File: src/rtl/risc_fetch_unit.sv
// Instruction fetch unit: single-outstanding memory requests feeding a prefetch FIFO, with redirect flush.
// Optional macro FETCH_ALIGN_CHECK_EN adds fetch_misalign and suspends fetch after an odd redirect target.
module risc_fetch_unit #(
  parameter logic [15:0] RESET_PC = 16'h0000,
  parameter int          DEPTH    = 4
) (
  input  logic        clk,
  input  logic        rst,
  output logic        imem_req,
  output logic [15:0] imem_addr,
  input  logic        imem_ack,
  input  logic [15:0] imem_rdata,
  input  logic        redirect_valid,
  input  logic [15:0] redirect_pc,
  output logic        instr_valid,
  input  logic        instr_ready,
  output logic [15:0] instr,
  output logic [15:0] pc_current,
  output logic [15:0] pc_next
`ifdef FETCH_ALIGN_CHECK_EN
  ,
  output logic        fetch_misalign
`endif
);

  localparam int            AW      = $clog2(DEPTH);
  localparam int            CW      = AW + 1;
  localparam logic [CW-1:0] DEPTH_C = CW'(DEPTH);

  typedef enum logic [1:0] {
    IDLE    = 2'd0,
    WAIT    = 2'd1,
    DISCARD = 2'd2
  } state_t;

  state_t        r_state;
  state_t        w_state_nxt;
  logic [15:0]   r_fetch_pc;
  logic [15:0]   r_disc_addr;
  logic [CW-1:0] r_count;
  logic [CW-1:0] w_count_nxt;
  logic [CW-1:0] w_count_after;
  logic [AW-1:0] r_wr_ptr;
  logic [AW-1:0] r_rd_ptr;
  logic          r_valid;
  logic [15:0]   r_buf_instr [DEPTH];
  logic [15:0]   r_buf_pc    [DEPTH];
  logic          w_ack;
  logic          w_push;
  logic          w_pop;
  logic          w_reissue;
  logic          w_suspend;
  logic [15:0]   w_redirect_pc;

`ifdef FETCH_ALIGN_CHECK_EN
  logic r_misalign;

  always_ff @(posedge clk) begin
    if (rst) begin
      r_misalign <= 1'b0;
    end else if (redirect_valid) begin
      r_misalign <= redirect_pc[0];
    end
  end

  assign w_suspend      = r_misalign;
  assign fetch_misalign = r_misalign;
`else
  assign w_suspend = 1'b0;
`endif

  assign w_redirect_pc = redirect_pc & 16'hFFFE;
  assign w_pop         = r_valid & instr_ready;
  assign w_ack         = imem_req & imem_ack;
  assign w_push        = w_ack & (r_state != DISCARD) & ~redirect_valid;
  // Occupancy after this cycle's push completes, used to decide back-to-back reissue.
  assign w_count_after = r_count + CW'(1) - CW'(w_pop);
  assign w_reissue     = (w_count_after < DEPTH_C) & ~w_suspend;

  always_comb begin
    w_count_nxt = r_count;
    if (redirect_valid) begin
      w_count_nxt = '0;
    end else if (w_push && !w_pop) begin
      w_count_nxt = r_count + CW'(1);
    end else if (!w_push && w_pop) begin
      w_count_nxt = r_count - CW'(1);
    end
  end

  always_comb begin
    w_state_nxt = r_state;
    imem_req    = 1'b0;
    case (r_state)
      IDLE: begin
        imem_req = ~redirect_valid & ~w_suspend & (r_count < DEPTH_C);
        if (imem_req) begin
          w_state_nxt = (imem_ack && !w_reissue) ? IDLE : WAIT;
        end
      end
      WAIT: begin
        imem_req = 1'b1;
        if (redirect_valid) begin
          w_state_nxt = imem_ack ? IDLE : DISCARD;
        end else if (imem_ack) begin
          w_state_nxt = w_reissue ? WAIT : IDLE;
        end
      end
      DISCARD: begin
        imem_req = 1'b1;
        if (imem_ack) begin
          w_state_nxt = IDLE;
        end
      end
      default: w_state_nxt = IDLE;
    endcase
    // Any outstanding request is abandoned while reset is held.
    if (rst) begin
      imem_req    = 1'b0;
      w_state_nxt = IDLE;
    end
  end

  // A dropped request keeps its original address on the bus until it is acked.
  assign imem_addr = (r_state == DISCARD) ? r_disc_addr : r_fetch_pc;

  always_ff @(posedge clk) begin
    if (rst) begin
      r_state    <= IDLE;
      r_fetch_pc <= RESET_PC;
      r_count    <= '0;
      r_wr_ptr   <= '0;
      r_rd_ptr   <= '0;
      r_valid    <= 1'b0;
    end else begin
      r_state <= w_state_nxt;
      r_count <= w_count_nxt;
      r_valid <= (w_count_nxt != '0);
      if (redirect_valid) begin
        r_fetch_pc <= w_redirect_pc;
        r_wr_ptr   <= '0;
        r_rd_ptr   <= '0;
      end else begin
        if (w_push) begin
          r_fetch_pc <= r_fetch_pc + 16'd2;
          r_wr_ptr   <= r_wr_ptr + AW'(1);
        end
        if (w_pop) begin
          r_rd_ptr <= r_rd_ptr + AW'(1);
        end
      end
    end
  end

  always_ff @(posedge clk) begin
    if (w_push) begin
      r_buf_instr[r_wr_ptr] <= imem_rdata;
      r_buf_pc[r_wr_ptr]    <= r_fetch_pc;
    end
    if (r_state == WAIT && redirect_valid && !imem_ack) begin
      r_disc_addr <= r_fetch_pc;
    end
  end

  assign instr_valid = r_valid;
  assign instr       = r_valid ? r_buf_instr[r_rd_ptr] : 16'h0000;
  assign pc_current  = r_valid ? r_buf_pc[r_rd_ptr] : r_fetch_pc;
  assign pc_next     = pc_current + 16'd2;

endmodule

File: config.mk
export PLATFORM = sky130hd
export DESIGN_NAME = risc_fetch_unit
export DESIGN_NICKNAME = d
export VERILOG_FILES = /design/src/rtl/risc_fetch_unit.sv
export SDC_FILE = /design/constraint.sdc
export NUM_CORES = 1
export LEC_CHECK = 0
export ABC_AREA = 1
export CAP_MARGIN = 40
export CORE_ASPECT_RATIO = 0.75
export CORE_MARGIN = 4
export CORE_UTILIZATION = 50
export CTS_CLUSTER_DIAMETER = 50
export DETAILED_ROUTE_END_ITERATION = 8
export PLACE_DENSITY = 0.78
export SETUP_SLACK_MARGIN = 0.05
export SLEW_MARGIN = 20
export SYNTH_ARGS = -nofsm -noshare
export SYNTH_HDL_FRONTEND = slang
export SYNTH_SLANG_ARGS = --single-unit
File: constraint.sdc
create_clock -name clk -period 2.7 [get_ports clk]
set_input_delay 0.405 -clock clk [delete_from_list [all_inputs] [get_ports clk]]
set_output_delay 0.405 -clock clk [all_outputs]
set_load 0.02 [all_outputs]
======== After elaboration in Yosys (flattened, before gate mapping) ========
Memories as Yosys holds them, arrays and structs flattened. A register that Yosys moved wholly into a read port is not among the register bits.
Index checks and enable logic that the tools add are counted.
operators by class
  add/subtract/negate cells ............... 7
  magnitude comparators ................... 2
  eq/ne operators ......................... 6
  muxes and demuxes ....................... 24
  bitwise logic cells ..................... 6
  reduce and logical (&&, ||, !) cells .... 15
operator list
  cell                     count
  $mux W16                 5
  $add A16 B2 Y16 const B  2
  $mux W2                  9
  $mux W3                  3
  $lt A3 B3 Y1 const B     2
  $ne A2 B2 Y1 const B     3
  $pmux W2 S3              1
  $and A1 B1 Y1            5
  $logic_and A1 B1 Y1      5
  $mux W1                  5
  $add A2 B1 Y2 const B    2
  $logic_not A1 Y1         4
  $reduce_or A2 Y1         2
  $add A3 B1 Y3 const B    1
  $ne A3 B3 Y1 const B     1
  $reduce_and A3 Y1        1
  $reduce_bool A3 Y1       1
  $sub A3 B1 Y3            1
  $sub A3 B1 Y3 const B    1
  $eq A2 B1 Y1 const B     1
  $eq A2 B2 Y1 const B     1
  $logic_not A2 Y1         1
  $pmux W1 S2              1
  $reduce_bool A2 Y1       1
  $not A1 Y1               1
word-level totals
  register bits after elaboration ......... 42
  bits in writable memories ............... 128
  input port bits ......................... 37
  output and inout port bits .............. 66
  word-level logic and storage cells ...... 70
  memories kept ........................... 2
memory list
  memory       words  bits a word  rd ports  clocked after Yosys merged registers in  wr ports  line  RTL
  r_buf_instr  4      16           1         1                                        1         46    logic [15:0] r_buf_instr [DEPTH];
  r_buf_pc     4      16           1         1                                        1         47    logic [15:0] r_buf_pc [DEPTH];

======== Depth between registers and ports, before layout ========
  depth in word-level cells ............... 13
  gate-level depth with buffers ........... 13

======== Least setup slack after synthesis ========
No wires, ideal clock.
  kind .................................... reg2reg
  start point ............................. register r_state[0]
  end point ............................... memory r_buf_instr[0][0] (enable)
  setup time .............................. 419 ps
  arrival time ............................ 2496 ps
  slack ................................... -215 ps
  stages on the path, launching flop included .. 7
  buffers on the path ..................... 1
  period minus slack after synthesis ...... 2915 ps
  cells stage by stage .................... dfxtp_1 > inv_1 > ha_1 > nor2_1 > nand4_2 > buf_2 > nor2_1
on the way
  cells in the longest elaborated chain, start to end .. 9
ends and longest elaborated chain
  element                                       line  RTL
  from (decl)                                   36    state_t r_state;
  from (signal assigned)                        136   r_state <= w_state_nxt;
  $eq A2 B2 Y1 or $eq A2 B1 Y1 (tied branches)  94    case (r_state)
  $reduce_or A2 Y1 (no line)                    --
  $pmux W1 S2                                   94
  $mux W1                                       118   if (rst) begin
  $and A1 B1 Y1                                 74    assign w_ack = imem_req & imem_ack;
  $and A1 B1 Y1 (*) (2 in series)               75    assign w_push = w_ack & (r_state != DISCARD) & ~redirect_valid;
  $mux W1 (*)                                   156   if (w_push) begin
  $mux W1 (implied by the code) (*)             157   r_buf_instr[r_wr_ptr] <= imem_rdata;
  to (decl)                                     46
Every way passes the cells marked *; elsewhere a longest branch is shown, timed or not.

==> impl_metrics.ini <==
[run_status]
outcome = finished clean

[synth]
ys_warn_count = 0
postSynth.asyncResetShare_pct = 0
avgSynthCellArea_sq_um = 9.30
yosys-top-cells-area = edfxtp_1 (53%), nand2_1 (9.7%), dfxtp_1 (6.8%)
synth.largest_area_cell = edfxtp_1
synth_top_area_share_pct = 52.7
synthCells = 851
synth_edf_count = 139
synth_cell_types = 34
ys.flop_type = edfxtp_1
netlist_area_sq_um = 7910
ys_seq_elements = 166
yosysSeqAreaShare_pct = 59.6

[placed_design]
pre_cts_ws_ns = -0.0396
numPortBuffers = 98
gp_congestion = 0.923
post-dp-hpwl_um = 12200
dp_cells = 1161

[drt]
drt-wirelength-per-cell_um = 15.8
viasPerCell = 5.25
antenna_left = 0
dr.pass1.iters = 5
remaining_drc_errors = 0
wl_um = 19000
via_count = 6327
drtIter0Drc = 506

[global_routing]
grt_pass1_vias = 5931
grt_usage_pct = 20.9
grt_start_max_net_pins = 55
antenna_found_initial = 0
grt_pass1_wl_um = 29300
grt-ovfl-total = 0

[clocking]
cts_hold_buffers = 0
cts_buffers = 17
cts.sinks = 166
clk_path_buf_depth = 2
cts_max_level = 4
cts_root_buffer = clkbuf_16
cts_tree = built
clk_latency_ns = 0.43
clk_pin_slew_ns = 0.07

[worst_setup_path]
critPathBufInv = 1
start_kind = register
arrival_ns = 2.18
critPathMaxFanout = 7
critPathMaxStageDelay_ns = 0.44
r2r_start = r_state[0]
r2r-end = instr_valid
reg2reg_depth = 11
crit_type = register to output port
ff2ff_setup_slack_ns = 0.44
setup.worst_path.end_class = output port
crit_chain = nor2_1 > nor2_1 > nand2_1 > nand2_2 > nand2_2 > nand2_4 > ha_4 > nand3_4 > nor3_4 > xor2_1 > buf_4
required_ns = 2.30
crit_slowest_cell = dfxtp_4
path_delay_family = simple AND/OR/NAND/NOR gates

[hold_path]
min_from = r_fetch_pc[11]
min_path_cells = 0
whs_endpoint = r_disc_addr[11]
worstHoldPathType = register to register

[run]
maxCapViolCount = 0

[timing]
rsz0062_at_grt = yes
finalCritPeriodShare_pct = 95.8
drv_slew = 0
hold_viol = 0
setup_slack_ns = 0.113
period_needed_ns = 2.59
skew_ns = 0.0152
clock.fmax_ghz = 0.387
setup_viol = 0

[floorplan]
start_util_pct = 51.5
pin_count = 103
dieArea_sq_um = 17900
die_y_um = 117
die_w_um = 153
rows = 39
core_area_sq_um = 15400

[layout]
mostFrequentLayoutCell = nand2_1
final_cells = 1206
drive_gt1_share_pct = 16.6
nets = 1037
area_growth_pct = 30.2
layout_common_cells = nand2_1 (185), edfxtp_1 (139), nor2_1 (103)
diodes = 0

[power]
p_leak_nw = 4.55
ir_drop_uv = 554
powerDensity_nw_per_um2 = 684
## per-layer routing
metal	part of all wire (%)	global-route usage, %	routed length, um
met1	43	27.8	8200
met2	49	34.6	9380
met3	6.3	4.04	1190
met4	1.4	7.83	264
met5	0	0	0
## flip-flops by register name, summed over array words and instances, names as in the netlist, named ones only
signal	count
r_count	3
r_buf_pc	60
r_buf_instr	64
r_disc_addr	15
r_rd_ptr	2
r_wr_ptr	2
r_fetch_pc	15
r_state	2
instr_valid	1
## cells in the mapped netlist (2+ instances only)
| cell | n |
|---|---|
| clkbuf_1 | 10 |
| nor2_4 | 2 |
| nor2_1 | 111 |
| buf_2 | 13 |
| ha_1 | 12 |
| dfxtp_1 | 27 |
| buf_4 | 7 |
| inv_1 | 94 |
| nand4_1 | 8 |
| buf_1 | 3 |
| buf_6 | 5 |
| edfxtp_1 | 139 |
| o21bai_1 | 2 |
| nor3_1 | 5 |
| a31oi_1 | 7 |
| nand2_2 | 9 |
| a21oi_1 | 30 |
| xnor2_1 | 2 |
| o21ai_0 | 62 |
| nand3_1 | 60 |
| inv_2 | 7 |
| nor2_2 | 7 |
| nand2_1 | 204 |
| xor2_1 | 15 |
## power breakdown
part | internal (W) | total (W) | switching [W]
registers | 0.00289 | 0.00295 | 0.0000560
clock network | 0.00123 | 0.00231 | 0.00108
logic | 0.000701 | 0.00178 | 0.00108
## worst register-to-register path: stages, from the launching register on
cell and delay (ns):
dfxtp_1 0.38, inv_1 0.08, ha_1 0.23, buf_12 0.17, nor2_1 0.17, nand4_2 0.38
buf_4 0.31, nand2_1 0.12, nand2_1 0.06, o21ai_0 0.07, nand3_1 0.13, nand3_1 0.11
## layout make-up
| cell class | count | area, sq um |
|---|---|---|
| Fill cell | 1182 | 5070 |
| Timing Repair Buffer | 154 | 1600 |
| Clock buffer | 17 | 425 |
| Clock inverter | 15 | 149 |
| Sequential cell | 166 | 4720 |
| Inverter | 101 | 387 |
| Multi-Input combinational cell | 548 | 2770 |
| Tap cell | 205 | 256 |
## how the worst max path moves through the flow
stage / depth (start not counted) / slack (ns) / endpoint
floorplan: 6 / -0.21 / r_buf_instr[0][0]
CTS: 13 / 0.02 / pc_next[13]
global route: 13 / -0.04 / pc_next[15]
detailed placement: 12 / -0.04 / pc_next[9]
finish: 11 / 0.11 / pc_next[7]
global placement: 12 / 0.003 / pc_next[9]
## per-stage QoR
| stage | hold WS (ns) | instance area (sq um) | utilization (%) | setup TNS (ns) | power [W] |
|---|---|---|---|---|---|
| 2_1_floorplan | 0.467 | 7920 | - | -26.62 | 0.00397 |
| 3_3_place_gp | 0.438 | 9360 | 60.9 | 0 | 0.00473 |
| 3_5_place_dp | 0.449 | 9360 | 60.9 | -0.0594 | 0.00475 |
| 4_1_cts | 0.465 | 9960 | 64.8 | 0 | 0.00702 |
| 5_1_grt | 0.490 | 10300 | 67.0 | -0.132 | 0.00737 |
| 6_report | 0.463 | 10300 | 67.0 | 0 | 0.00705 |
## cell families (layout without fill, tap and decap cells)
kind of cell	count (synthesis)	in the layout	share of synthesized area [%]
AOI/OAI and AO/OA	105	105	6.89
xor gates and xnor gates	17	17	1.88
adders and majority gates	12	12	1.90
buffers and inverters	139	287	7.60
DFF	166	166	59.6
muxes	1	1	0.142
other	1	3	0.0474
and+or+nand+nor	410	410	22.0
## timing repair
item                                    in CTS  in global routing
gates cloned                                 1                  3
hold endpoints to repair                     0                  0
pin swaps                                    1                 10
setup buffers                                0                  9
endpoints found under the setup margin      37                 38
resized for setup                           68                 77
Power figures use the tool's default switching activity.
